<file path="src/rtl/alu_seq_core_if.sv">
// Handshake/operand bundle for alu_seq_core; the flags member exists only when ALU_FLAGS_EN is defined.
// master = stimulus side, slave = the ALU core.
interface alu_seq_core_if #(
   parameter int unsigned WIDTH = 8
);
   logic             on;
   logic [2:0]       in_sel;
   logic [WIDTH-1:0] num1;
   logic [WIDTH-1:0] num2;
   logic [2:0]       op;
   logic             start;
   logic [WIDTH-1:0] out;
   logic             busy;
   logic             done;
   logic [1:0]       curr_state;
   logic [1:0]       next_state;
`ifdef ALU_FLAGS_EN
   logic [3:0]       flags;

   modport master (
      output on, in_sel, num1, num2, op, start,
      input  out, busy, done, curr_state, next_state, flags
   );
   modport slave (
      input  on, in_sel, num1, num2, op, start,
      output out, busy, done, curr_state, next_state, flags
   );
`else
   modport master (
      output on, in_sel, num1, num2, op, start,
      input  out, busy, done, curr_state, next_state
   );
   modport slave (
      input  on, in_sel, num1, num2, op, start,
      output out, busy, done, curr_state, next_state
   );
`endif
endinterface

</file>
<file path="src/rtl/alu_seq_core.sv">
// FSM-sequenced ALU: operand latches, single-cycle logic/arith ops, WIDTH-cycle shift-add multiplier.
// Define ALU_FLAGS_EN to add the registered {N,Z,C,V} flags output.
module alu_seq_core #(
   parameter int unsigned WIDTH = 8
) (
   input  logic          clk,
   input  logic          rst,
   alu_seq_core_if.slave bus
);
   localparam int unsigned SHW = $clog2(WIDTH);
   localparam int unsigned PW  = 2 * WIDTH;
   localparam int unsigned M   = WIDTH - 1;

   localparam logic [2:0] OP_ADD = 3'd0;
   localparam logic [2:0] OP_SUB = 3'd1;
   localparam logic [2:0] OP_AND = 3'd2;
   localparam logic [2:0] OP_OR  = 3'd3;
   localparam logic [2:0] OP_XOR = 3'd4;
   localparam logic [2:0] OP_SHL = 3'd5;
   localparam logic [2:0] OP_SHR = 3'd6;
   localparam logic [2:0] OP_MUL = 3'd7;

   typedef enum logic [1:0] {
      S_OFF  = 2'b00,
      S_IDLE = 2'b01,
      S_EXEC = 2'b10,
      S_DONE = 2'b11
   } state_e;

   state_e           state_q, state_d;
   logic [WIDTH-1:0] a_q, a_d;
   logic [WIDTH-1:0] b_q, b_d;
   logic [WIDTH-1:0] out_q, out_d;
   logic [2:0]       op_q, op_d;
   logic [SHW-1:0]   cnt_q, cnt_d;
   logic [PW-1:0]    acc_q, acc_d;
   logic             busy_q, busy_d;
   logic             done_q, done_d;

   logic [PW-1:0]    pp_c;
   logic [PW-1:0]    prod_c;
   logic [WIDTH-1:0] res_c;
   logic             shamt_big_c;
   logic             finish_c;

`ifdef ALU_FLAGS_EN
   logic [3:0] flags_q, flags_d;
   logic       carry_c;
   logic       ovf_c;
`endif

   // Result of the latched op on the latched operands; MUL reads the running partial product.
   always_comb begin
      shamt_big_c = 32'(b_q) >= WIDTH;
      pp_c        = b_q[cnt_q] ? (PW'(a_q) << cnt_q) : '0;
      prod_c      = acc_q + pp_c;
      res_c       = '0;
      case (op_q)
         OP_ADD:  res_c = a_q + b_q;
         OP_SUB:  res_c = a_q - b_q;
         OP_AND:  res_c = a_q & b_q;
         OP_OR:   res_c = a_q | b_q;
         OP_XOR:  res_c = a_q ^ b_q;
         OP_SHL:  res_c = shamt_big_c ? '0 : (a_q << b_q);
         OP_SHR:  res_c = shamt_big_c ? '0 : (a_q >> b_q);
         OP_MUL:  res_c = prod_c[WIDTH-1:0];
         default: res_c = '0;
      endcase
   end

`ifdef ALU_FLAGS_EN
   // Carry/borrow recovered from operand and result MSBs, so no extra adder is needed.
   always_comb begin
      carry_c = 1'b0;
      ovf_c   = 1'b0;
      case (op_q)
         OP_ADD: begin
            carry_c = (a_q[M] & b_q[M]) | ((a_q[M] | b_q[M]) & ~res_c[M]);
            ovf_c   = (a_q[M] == b_q[M]) && (res_c[M] != a_q[M]);
         end
         OP_SUB: begin
            carry_c = (~a_q[M] & b_q[M]) | ((~a_q[M] | b_q[M]) & res_c[M]);
            ovf_c   = (a_q[M] != b_q[M]) && (res_c[M] != a_q[M]);
         end
         OP_SHL: begin
            for (int unsigned i = 1; i <= WIDTH; i++) begin
               if (32'(b_q) == i) carry_c = a_q[WIDTH-i];
            end
         end
         OP_MUL:  carry_c = |prod_c[PW-1:WIDTH];
         default: ;
      endcase
   end
`endif

   // Next-state and next-register values; power-off and reset override everything.
   always_comb begin
      state_d  = state_q;
      a_d      = a_q;
      b_d      = b_q;
      out_d    = out_q;
      op_d     = op_q;
      cnt_d    = cnt_q;
      acc_d    = acc_q;
      finish_c = (op_q != OP_MUL) || (cnt_q == SHW'(WIDTH - 1));
`ifdef ALU_FLAGS_EN
      flags_d  = flags_q;
`endif
      if (!bus.on) begin
         state_d = S_OFF;
         out_d   = '0;
         cnt_d   = '0;
`ifdef ALU_FLAGS_EN
         flags_d = '0;
`endif
      end else begin
         case (state_q)
            S_OFF: state_d = S_IDLE;
            S_IDLE: begin
               if (bus.in_sel[0]) begin
                  a_d = '0;
                  b_d = '0;
               end else if (bus.in_sel[1]) begin
                  a_d = bus.num1;
                  b_d = bus.num2;
               end
               if (bus.start) begin
                  op_d    = bus.op;
                  cnt_d   = '0;
                  acc_d   = '0;
                  state_d = S_EXEC;
               end
            end
            S_EXEC: begin
               acc_d = prod_c;
               cnt_d = cnt_q + SHW'(1);
               if (finish_c) begin
                  out_d   = res_c;
                  state_d = S_DONE;
`ifdef ALU_FLAGS_EN
                  flags_d = {res_c[M], res_c == '0, carry_c, ovf_c};
`endif
               end
            end
            default: state_d = S_IDLE;
         endcase
      end
      if (rst) state_d = S_OFF;
      busy_d = (state_d == S_EXEC);
      done_d = (state_d == S_DONE);
   end

   always_ff @(posedge clk) begin
      if (rst) begin
         state_q <= S_OFF;
         a_q     <= '0;
         b_q     <= '0;
         out_q   <= '0;
         op_q    <= '0;
         cnt_q   <= '0;
         acc_q   <= '0;
         busy_q  <= 1'b0;
         done_q  <= 1'b0;
`ifdef ALU_FLAGS_EN
         flags_q <= '0;
`endif
      end else begin
         state_q <= state_d;
         a_q     <= a_d;
         b_q     <= b_d;
         out_q   <= out_d;
         op_q    <= op_d;
         cnt_q   <= cnt_d;
         acc_q   <= acc_d;
         busy_q  <= busy_d;
         done_q  <= done_d;
`ifdef ALU_FLAGS_EN
         flags_q <= flags_d;
`endif
      end
   end

   assign bus.out        = out_q;
   assign bus.busy       = busy_q;
   assign bus.done       = done_q;
   assign bus.curr_state = state_q;
   assign bus.next_state = state_d;
`ifdef ALU_FLAGS_EN
   assign bus.flags      = flags_q;
`endif

endmodule

</file>
<file path="src/flat_wrapper.sv">
// flat-port wrapper written by rule: the top's interface ports become plain ports
module alu_seq_core_flat 
#(
   parameter int unsigned WIDTH = 8
)
  (clk, rst, bus_on, bus_in_sel, bus_num1, bus_num2, bus_op, bus_start, bus_out, bus_busy, bus_done, bus_curr_state, bus_next_state);
  alu_seq_core_if #(.WIDTH(WIDTH)) bus_i ();
  input  logic clk;
  input  logic rst;
  input wire logic [$bits(bus_i.on)-1:0] bus_on;
  input wire logic [$bits(bus_i.in_sel)-1:0] bus_in_sel;
  input wire logic [$bits(bus_i.num1)-1:0] bus_num1;
  input wire logic [$bits(bus_i.num2)-1:0] bus_num2;
  input wire logic [$bits(bus_i.op)-1:0] bus_op;
  input wire logic [$bits(bus_i.start)-1:0] bus_start;
  output wire logic [$bits(bus_i.out)-1:0] bus_out;
  output wire logic [$bits(bus_i.busy)-1:0] bus_busy;
  output wire logic [$bits(bus_i.done)-1:0] bus_done;
  output wire logic [$bits(bus_i.curr_state)-1:0] bus_curr_state;
  output wire logic [$bits(bus_i.next_state)-1:0] bus_next_state;
  assign bus_i.on = bus_on;
  assign bus_i.in_sel = bus_in_sel;
  assign bus_i.num1 = bus_num1;
  assign bus_i.num2 = bus_num2;
  assign bus_i.op = bus_op;
  assign bus_i.start = bus_start;
  assign bus_out = bus_i.out;
  assign bus_busy = bus_i.busy;
  assign bus_done = bus_i.done;
  assign bus_curr_state = bus_i.curr_state;
  assign bus_next_state = bus_i.next_state;
  alu_seq_core #(.WIDTH(WIDTH)) u_core (.clk(clk), .rst(rst), .bus(bus_i));
endmodule
</file>
<file path="config.mk">
export PLATFORM = sky130hd
export DESIGN_NAME = alu_seq_core_flat
export DESIGN_NICKNAME = d
export VERILOG_FILES = /design/src/rtl/alu_seq_core_if.sv /design/src/rtl/alu_seq_core.sv /design/src/flat_wrapper.sv
export SDC_FILE = /design/constraint.sdc
export NUM_CORES = 1
export LEC_CHECK = 0
export CAP_MARGIN = 20
export CORE_MARGIN = 5
export CORE_UTILIZATION = 35
export DETAILED_ROUTE_END_ITERATION = 6
export GPL_TIMING_DRIVEN = 0
export SLEW_MARGIN = 25
export SYNTH_ARGS = -nofsm -noshare
export SYNTH_HDL_FRONTEND = slang
export SYNTH_SLANG_ARGS = --single-unit
</file>
<file path="constraint.sdc">
create_clock -name clk -period 3.7 [get_ports clk]
set_input_delay 1.11 -clock clk [delete_from_list [all_inputs] [get_ports clk]]
set_output_delay 1.11 -clock clk [all_outputs]
set_load 0.01 [all_outputs]
</file>
# ---- Word-level counts from Yosys, hierarchy flattened
# Cells that the tools add are included.
# Widths: inputs -> output; s select.
dict set report word_totals {
  reg_bits 50
  out_inout_bits 14
  in_bits 26
  word_cells 65
}
dict set report classes {
  muxes 19
  shifts 3
  eq_ne 14
  reduce_logical 10
  order_cmp 2
  add_sub_neg 4
  n_bitwise 4
}
# operator count
set op_table {}
lappend op_table {{$pmux 8 s8} 1}
lappend op_table {{$mux 8} 6}
lappend op_table {{$mux 16} 2}
lappend op_table {{$pmux 16 s2} 1}
lappend op_table {{$add 16x16->16} 1}
lappend op_table {{$shl 8x3->16} 1}
lappend op_table {{$eq 3x3->1 const B} 5}
lappend op_table {{$reduce_and 3->1} 3}
lappend op_table {{$add 8x8->8} 1}
lappend op_table {{$and 8x8->8} 1}
lappend op_table {{$ge 8x4->1 const B} 1}
lappend op_table {{$mux 2} 4}
lappend op_table {{$or 8x8->8} 1}
lappend op_table {{$shl 8x8->8} 1}
lappend op_table {{$shr 8x8->8} 1}
lappend op_table {{$sub 8x8->8} 1}
lappend op_table {{$xor 8x8->8} 1}
lappend op_table {{$eq 2x2->1 const B} 3}
lappend op_table {{$eq 3x2->1 const B} 2}
lappend op_table {{$pmux 3 s2} 1}
lappend op_table {{$lt 3x4->1 const B} 1}
lappend op_table {{$pmux 2 s2} 1}
lappend op_table {{$reduce_and 2->1} 2}
lappend op_table {{$reduce_bool 2->1} 2}
lappend op_table {{12 further kinds} 12}

# ---- Logic depth before layout (Yosys ltp)
# Gate-level depths: netlist (run 1).
dict set report logic_depth {
  word_depth 7
  mapped_depth 14
  ltp_nobuf 13
}

# ---- Worst setup path before layout (run 1)
# OpenSTA, ideal clock, no wires.
dict set report synth_timing {
  kind {input-to-output}
  startpoint {input bus_start}
  endpoint {output bus_next_state[0]}
  path_stages 4
  slack_ns 0.919
  n_path_buf 0
  required_ns 2.590
  arrival_time_ns 1.671
  path_cell_list {nand2b_1 > a21oi_1 > nor3_1 > nor2_1}
}
dict set report synth_between {
  elab_chain_len 4
}
# item line_no
set synth_rtl {}
lappend synth_rtl {{start: declaration} flat_wrapper.sv:15} ;# input wire logic [$bits(bus_i.start)-1:0] bus_start;
lappend synth_rtl {{$mux 2} alu_seq_core.sv:127} ;# if (bus.start) begin
lappend synth_rtl {{$pmux 2 s2} alu_seq_core.sv:117} ;# case (state_q)
lappend synth_rtl {{$mux 2} alu_seq_core.sv:109} ;# if (!bus.on) begin
lappend synth_rtl {{$mux 2} alu_seq_core.sv:148} ;# if (rst) state_d = S_OFF;
lappend synth_rtl {{end: declaration} flat_wrapper.sv:20} ;# output wire logic [$bits(bus_i.next_state)-1:0] bus_next_state;
# No other way between the ends.

# ---- Final worst setup path (run 1)
# Same ends and word-level chain as after synthesis.

==> key figures, run 1 <==
Pwr
  • Clock power share: 35.8%
  • Internal power: between 0.6 and 0.7 mW
  • Seq pwr share: a little under half
  • Pwr Density: 224 nW/um2
  • Net Sw Frac: 31.5%
  • Peak VDD IR: 0.136 mV
  • Power share of the combinational group: 17.3%
  • Power Total: between 0.9 and 1 mW
  • NetSw: 0.311 mW
  • Pleak: 1.58 nW

Timing
  • RSZ-0062 raised after global routing: false
  • Final Skew: 0.0118 ns
  • Tmin final: 3.55 ns
  • Final Hold Fails: 0
  • Slew at the pin closest to its max-slew limit: a little over 0.9 ns
  • Final worst slack: 0.146 ns
  • Min Hold Slack: ~0.52 ns
  • Fmax: 0.281 GHz
  • Period utilisation layout: 96.0%
  • Relative slew slack: roughly two fifths
  • Max Slew Vio Count: 0
  • Final setup fails: 0

GRT
  • GR Layer Usage met2: 32.6%
  • Met1 usage: 26.9%
  • Pin count of the biggest net entering global routing: 17
  • Gr ovfl total: 0
  • GR Util met3: 2.97%
  • Vias in the first global route: roughly 3.8k
  • Initial antenna violation count: 0
  • First-pass GRT wire length: 20.6 mm
  • Tot GR Track Use: between 20% and 30%
  • Gr busiest metal: met2

Logic synthesis
  • Compound-Gate Fraction of Synth Area: 22.6%
  • Top cell type's share of synthesized area: between 20% and 30%
  • Most frequent cell after synthesis: nor2_1
  • Simple-gate portion of the synthesized area: between 20% and 30%
  • Cell count after synthesis: 484
  • Most frequent cells after synthesis: nor2_1 (59), a21oi_1 (48), dfxtp_1 (42)
  • Synth cell types: 57
  • Mapped cell area: 3760 um2
  • Post-synthesis mux area share: 9.84%
  • Yosys reg bits: 42
  • Synth area leader: dfxtp_1
  • Syn Area/Cell: 7.77 um2
  • Adder-Cell Fraction of Synth Area: 13.0%
  • Top cells by area, synth: dfxtp_1 (22%), ha_1 (12%), mux4_2 (7.2%)
  • Post-Syn Nets: 548
  • Yosys warns: 0
  • Number of synthesized flops with an enable pin: 0
  • Async set-reset flop share out of synthesis: 0%
  • Largest family of logic cells by synthesized area: compound AO/OA/AOI/OAI gates
  • XOR/XNOR Fraction of Synth Area: between 4 and 5%
  • Main flop type after synthesis: dfxtp_1
  • Sequential area share after synthesis: between 20% and 30%

Clocking
  • Clock-pin slew on the worst setup and hold paths: 0.11 ns
  • Worst-Skew Late Latency: 0.32 ns
  • Htree depth: 2
  • Clk buf depth: 2
  • Clk sinks: 42
  • Root buf cell: clkbuf_8
  • Total CTS buffers: 5
  • CTS tree: built

Final layout
  • Diodes inserted: 0
  • Layout area overhead: 17.3%
  • Filler instances: 1073
  • # nets final: about 600
  • Layout cells sized above 1: 6.99%
  • Fin cells: 665

Worst setup path
  • Startpoint type of the worst setup path: primary input
  • Crit-path max FO: 4
  • R2r setup slk: 0.40 ns
  • CP required: 2.59 ns
  • Worst R2R Start: u_core.b_q[3]$_SDFFE_PP0P_
  • FF-to-FF End: u_core.bus.out[2]$_SDFFE_PP0P_
  • Setup crit end kind: output pin
  • Path depth of the worst reg2reg path: 13
  • CP Class: primary input to output pin
  • Critical Path AT: 2.44 ns

Place
  • Pre-CTS WS: -0.296 ns
  • Port Buffers: 37
  • Routability cong.: around 1.0
  • Post-DP HPWL: between 9 and 10 mm
  • Placed instance count: about 660

Min path
  • HP Class: flip-flop to flip-flop
  • Hold path depth: 2
  • Hold worst-path end: u_core.bus.out[0]$_SDFFE_PP0P_
  • Hold wc startpoint: u_core.bus.out[0]$_SDFFE_PP0P_

Routing
  • Post-route ant nets: 0
  • Number of DRC markers in iteration 0: roughly 360
  • Via count: 3746
  • DRC errors left: 0
  • Final WL: 12.6 mm
  • Wirelength per Cell: 18.9 um
  • Pre-antenna DRT Iters: 5
  • Vias per Instance: 5.63

Outcome
  • Status: completed

Floorplan
  • Die X-Extent: 114 um
  • Die ar.: 12900 um2
  • Row cnt: 37
  • I/O pin count: 40
  • Core ar.: 10400 um2
  • Initial Util: 36.1%
  • Die height: 114 um

Job
  • Maximum capacitance violations: 0
worst max-delay path by stage:
stage              start           endpoint  slack, ns  depth (start not counted)
3_3_place_gp      bus_on  bus_next_state[0]      -0.30                          5
2_1_floorplan  bus_start  bus_next_state[0]       0.92                          4
4_1_cts        bus_start  bus_next_state[0]       0.15                          6
6_report       bus_start  bus_next_state[0]       0.15                          6
5_1_grt        bus_start  bus_next_state[0]       0.02                          6
3_5_place_dp      bus_on  bus_next_state[0]      -0.30                          5
worst max-delay path: stages:
cell and delay, ns:
clkdlybuf4s50_1 0.50, nand2b_1 0.16, a21oi_1 0.09, nor3_2 0.22
nor2_1 0.08, dlygate4sd2_1 0.29
per-layer routing:
layer	part of all wire [%]	vias to the layer above	routed length [um]
li1	-	1830	-
met1	44	1743	5590
met2	46	133	5840
met3	5.7	40	718
met4	3.5	0	445
met5	0	-	0
state kept, by name, summed over array words and instances, names as in the netlist:
signal / count
u_core.a_q: 8
u_core.acc_q: 8
u_core.b_q: 8
u_core.bus.busy: 1
u_core.bus.curr_state: 2
u_core.bus.done: 1
u_core.bus.out: 8
u_core.cnt_q: 3
u_core.op_q: 3
power groups by stage:
| stage | Sequential (mW) | Combinational [mW] | Clock (mW) |
|---|---|---|---|
| finish | 0.464 | 0.171 | 0.353 |
| floorplan | 0.471 | 0.110 | 0 |
| global route | 0.465 | 0.190 | 0.376 |
| global placement | 0.474 | 0.167 | 0 |
| detailed placement | 0.474 | 0.169 | 0 |
| CTS | 0.464 | 0.170 | 0.361 |
through the flow:
stage          cell area (um2)  TNS [ns]  util, %
2_1_floorplan             3760         0        -
3_3_place_gp              4300    -0.472     41.3
3_5_place_dp              4300    -0.512     41.3
4_1_cts                   4410         0     42.4
5_1_grt                   4410         0     42.4
6_report                  4410         0     42.4
cell usage in the layout (no fill, tap or decap), drive strengths merged, types with 3 or more instances in the layout:
cell and count:
a211oi 7, a21oi 49, a221oi 5, a22oi 10
a31oi 7, and3 6, buf 7, clkbuf 31
clkdlybuf4s50 34, dfxtp 42, dlygate4sd2 3, ha 36
inv 33, mux2i 10, mux4 12, nand2 32
nand2b 5, nand3 12, nor2 59, nor2b 5
nor3 15, nor3b 17, o21a 3, o21ai 27
o22ai 3, o31ai 3, or3 3, xnor2 14
xor2 4
layout make-up:
class,count,area (um2),area share (%)
multi-input combinational,377,2680,60.8
timing repair buffer,37,367,8.31
clock buffer,5,68.8,1.56
clock inverter,3,28.8,0.652
tap,136,170,3.85
sequential,42,841,19.0
inverter,32,120,2.72
buffer,33,136,3.09
cells by family (layout without fill, tap and decap cells):
family	count (synthesis)	count (layout)
buf+inv	65	110
mux	22	22
flops	42	42
fa+ha+maj	38	38
compound gates	135	135
simple gates	164	164
xor+xnor	18	18
timing repair:
item                       4_1_cts  5_1_grt
hold buffers                     0        0
buffers inserted                 0        0
setup endpoints to repair        2        0
resized for setup                8        0
Power figures use the tool's default switching activity.
==> run 2, diff against run 1 <==
--- a/config.mk
+++ b/config.mk
@@ -9,6 +9,7 @@
 export CORE_MARGIN = 5
 export CORE_UTILIZATION = 35
 export DETAILED_ROUTE_END_ITERATION = 6
+export GPL_ROUTABILITY_DRIVEN = 0
 export GPL_TIMING_DRIVEN = 0
 export SLEW_MARGIN = 25
 export SYNTH_ARGS = -nofsm -noshare
==> key figures, run 2 (synthesis gave the netlist of run 1 again) <==
Final layout
  • Final core occ: 42.2% (-0.18 points)
  • Most common cell after layout, fill and taps aside: nor2_1
  • Layout cells sized above 1: 6.64% (-0.35 points)
  • Diodes inserted: 0 (unchanged)
  • # nets final: 590 (-0.34%)
  • Most frequent cells in the layout: nor2_1 (59), a21oi_1 (48), dfxtp_1 (42), ha_1 (36), clkdlybuf4s50_1 (34)
  • Filler instances: 1082 (+0.84%)
  • Post-route cell area: 4400 um2 (-0.42%)
  • Layout area overhead: 16.8%

Worst setup path
  • FF-to-FF End: u_core.bus.out[2]$_SDFFE_PP0P_
  • Crit-path max FO: 4 (unchanged)
  • Worst R2R Start: u_core.a_q[1]$_SDFFE_PP0P_
  • CP Class: primary input to output pin
  • Startpoint type of the worst setup path: primary input
  • Setup crit end kind: output pin
  • R2r setup slk: 0.42 ns (+0.02 ns)
  • Path depth of the worst reg2reg path: 11 (-2)
  • CP required: 2.59 ns (about the same)
  • Critical Path AT: 2.48 ns (+0.04 ns)

Timing
  • Final Hold Fails: 0 (unchanged)
  • Tmin final: 3.59 ns (+0.0391 ns)
  • Final Skew: 0.00755 ns (-0.00421 ns)
  • Final worst slack: 0.107 ns (-0.0391 ns)
  • Fmax: 0.278 GHz (-1.1%)
  • Slew at the pin closest to its max-slew limit: 0.922 ns (+0.00150 ns)
  • Period utilisation layout: 97.1% (+1.1 points)
  • RSZ-0062 raised after global routing: false
  • Relative slew slack: 38.1% (-0.10 points)
  • Max Slew Vio Count: 0 (unchanged)
  • Min Hold Slack: 0.525 ns (+0.00702 ns)
  • Final setup fails: 0 (unchanged)

Pwr
  • Pwr Density: 221 nW/um2 (-1.4%)
  • Peak VDD IR: 0.144 mV (+6.0%)
  • Pleak: 1.57 nW (-0.99%)

GRT
  • Vias in the first global route: 3738 (-1.9%)
  • Tot GR Track Use: 19.1% (-0.99 points)
  • Pin count of the biggest net entering global routing: 16 (-1)
  • First-pass GRT wire length: 19.9 mm (-3.0%)
  • Gr ovfl total: 0 (unchanged)
  • Initial antenna violation count: 0 (unchanged)

Floorplan
  • Die height: 114 um (unchanged)
  • Row cnt: 37 (unchanged)
  • I/O pin count: 40 (unchanged)
  • Initial Util: 36.1% (unchanged)
  • Die X-Extent: 114 um (unchanged)
  • Core ar.: 10400 um2 (unchanged)
  • Die ar.: 12900 um2 (unchanged)

Clocking
  • Root buf cell: clkbuf_8
  • Htree depth: 2 (unchanged)
  • Post-CTS Hold Buffers: 0 (unchanged)
  • Clk buf depth: 2 (unchanged)
  • CTS tree: built
  • Post-CTS setup buffer count: 0 (unchanged)
  • Clk sinks: 42 (unchanged)
  • Clock-pin slew on the worst setup and hold paths: 0.10 ns (about the same)
  • Total CTS buffers: 5 (unchanged)
  • Worst-Skew Late Latency: 0.32 ns (about the same)
  • PostCTS Resize Cnt: 6 (-2)

Routing
  • Pre-antenna DRT Iters: 5 (unchanged)
  • Number of DRC markers in iteration 0: 333 (-7.2%)
  • Final WL: 12.3 mm (-2.2%)
  • Post-route ant nets: 0 (unchanged)
  • Via count: 3821 (+2.0%)
  • Vias per Instance: 5.76 (+2.3%)
  • Wirelength per Cell: 18.6 um (-1.9%)
  • DRC errors left: 0 (unchanged)

Min path
  • HP Class: flip-flop to flip-flop
  • Hold wc startpoint: u_core.acc_q[7]$_SDFFE_PP0P_
  • Hold worst-path end: u_core.acc_q[7]$_SDFFE_PP0P_
  • Hold path depth: 2 (unchanged)

Place
  • Pre-CTS WS: -0.315 ns (-0.0189 ns)
  • Port Buffers: 37 (unchanged)
  • Post-DP HPWL: 9.41 mm (-2.8%)
  • DP Area: 4300 um2 (unchanged)

Outcome
  • Status: completed

Job
  • Maximum capacitance violations: 0 (unchanged)
run 2: cell types whose count changed in the layout (fill, tap and decap cells not counted), sizes merged:
cell	previous run	this run
clkinv	2	1
inv	33	32
clkinvlp	0	2
clkbuf	31	29
run 2: area by class of cell:
cell class / count / area, um2 / share of cell area (%)
buffer: 31 / 128 / 2.90
clock buffer: 5 / 68.8 / 1.57
clock inverter: 3 / 23.8 / 0.541
inverter: 32 / 120 / 2.73
multi-input combinational: 377 / 2680 / 60.9
sequential: 42 / 841 / 19.1
tap: 136 / 170 / 3.87
timing repair buffer: 37 / 367 / 8.34
run 2: metal layers:
layer / part of all wire, % / wire length, um / vias up / GRT usage, %
met2: 47 / 5800 / 178 / 32.0
met1: 43 / 5270 / 1773 / 25.3
met4: 3.5 / 434 / 0 / 6.49
li1: - / - / 1827 / -
met5: 0 / 0 / - / 0
met3: 6.6 / 813 / 43 / 2.60
run 2: stage by stage:
| stage | TNS [ns] | std cells | total power, mW |
|---|---|---|---|
| after floorplan | 0 | 484 | 0.581 |
| after global placement | -0.466 | 657 | 0.641 |
| after detailed placement | -0.537 | 657 | 0.644 |
| after CTS | 0 | 663 | 0.973 |
| after global routing | 0 | 663 | 1.00 |
| final | 0 | 663 | 0.970 |
run 2: worst max-delay path by stage:
stage | startpoint | to
after floorplan | bus_start | bus_next_state[0]
after global placement | bus_on | bus_next_state[0]
after detailed placement | bus_on | bus_next_state[0]
after CTS | bus_start | bus_next_state[0]
after global routing | bus_start | bus_next_state[0]
final | bus_start | bus_next_state[0]
run 2: critical path, stage by stage:
cell and delay (ns):
clkdlybuf4s50_1 0.50, nand2b_1 0.17, a21oi_1 0.10, nor3_2 0.23
nor2_1 0.08, dlygate4sd2_1 0.29
run 2: where the power goes:
group	switching [mW]	total, mW	internal [mW]
Combinational	0.0905	0.169	0.0787
Clock	0.201	0.336	0.136
Sequential	0.00908	0.465	0.456
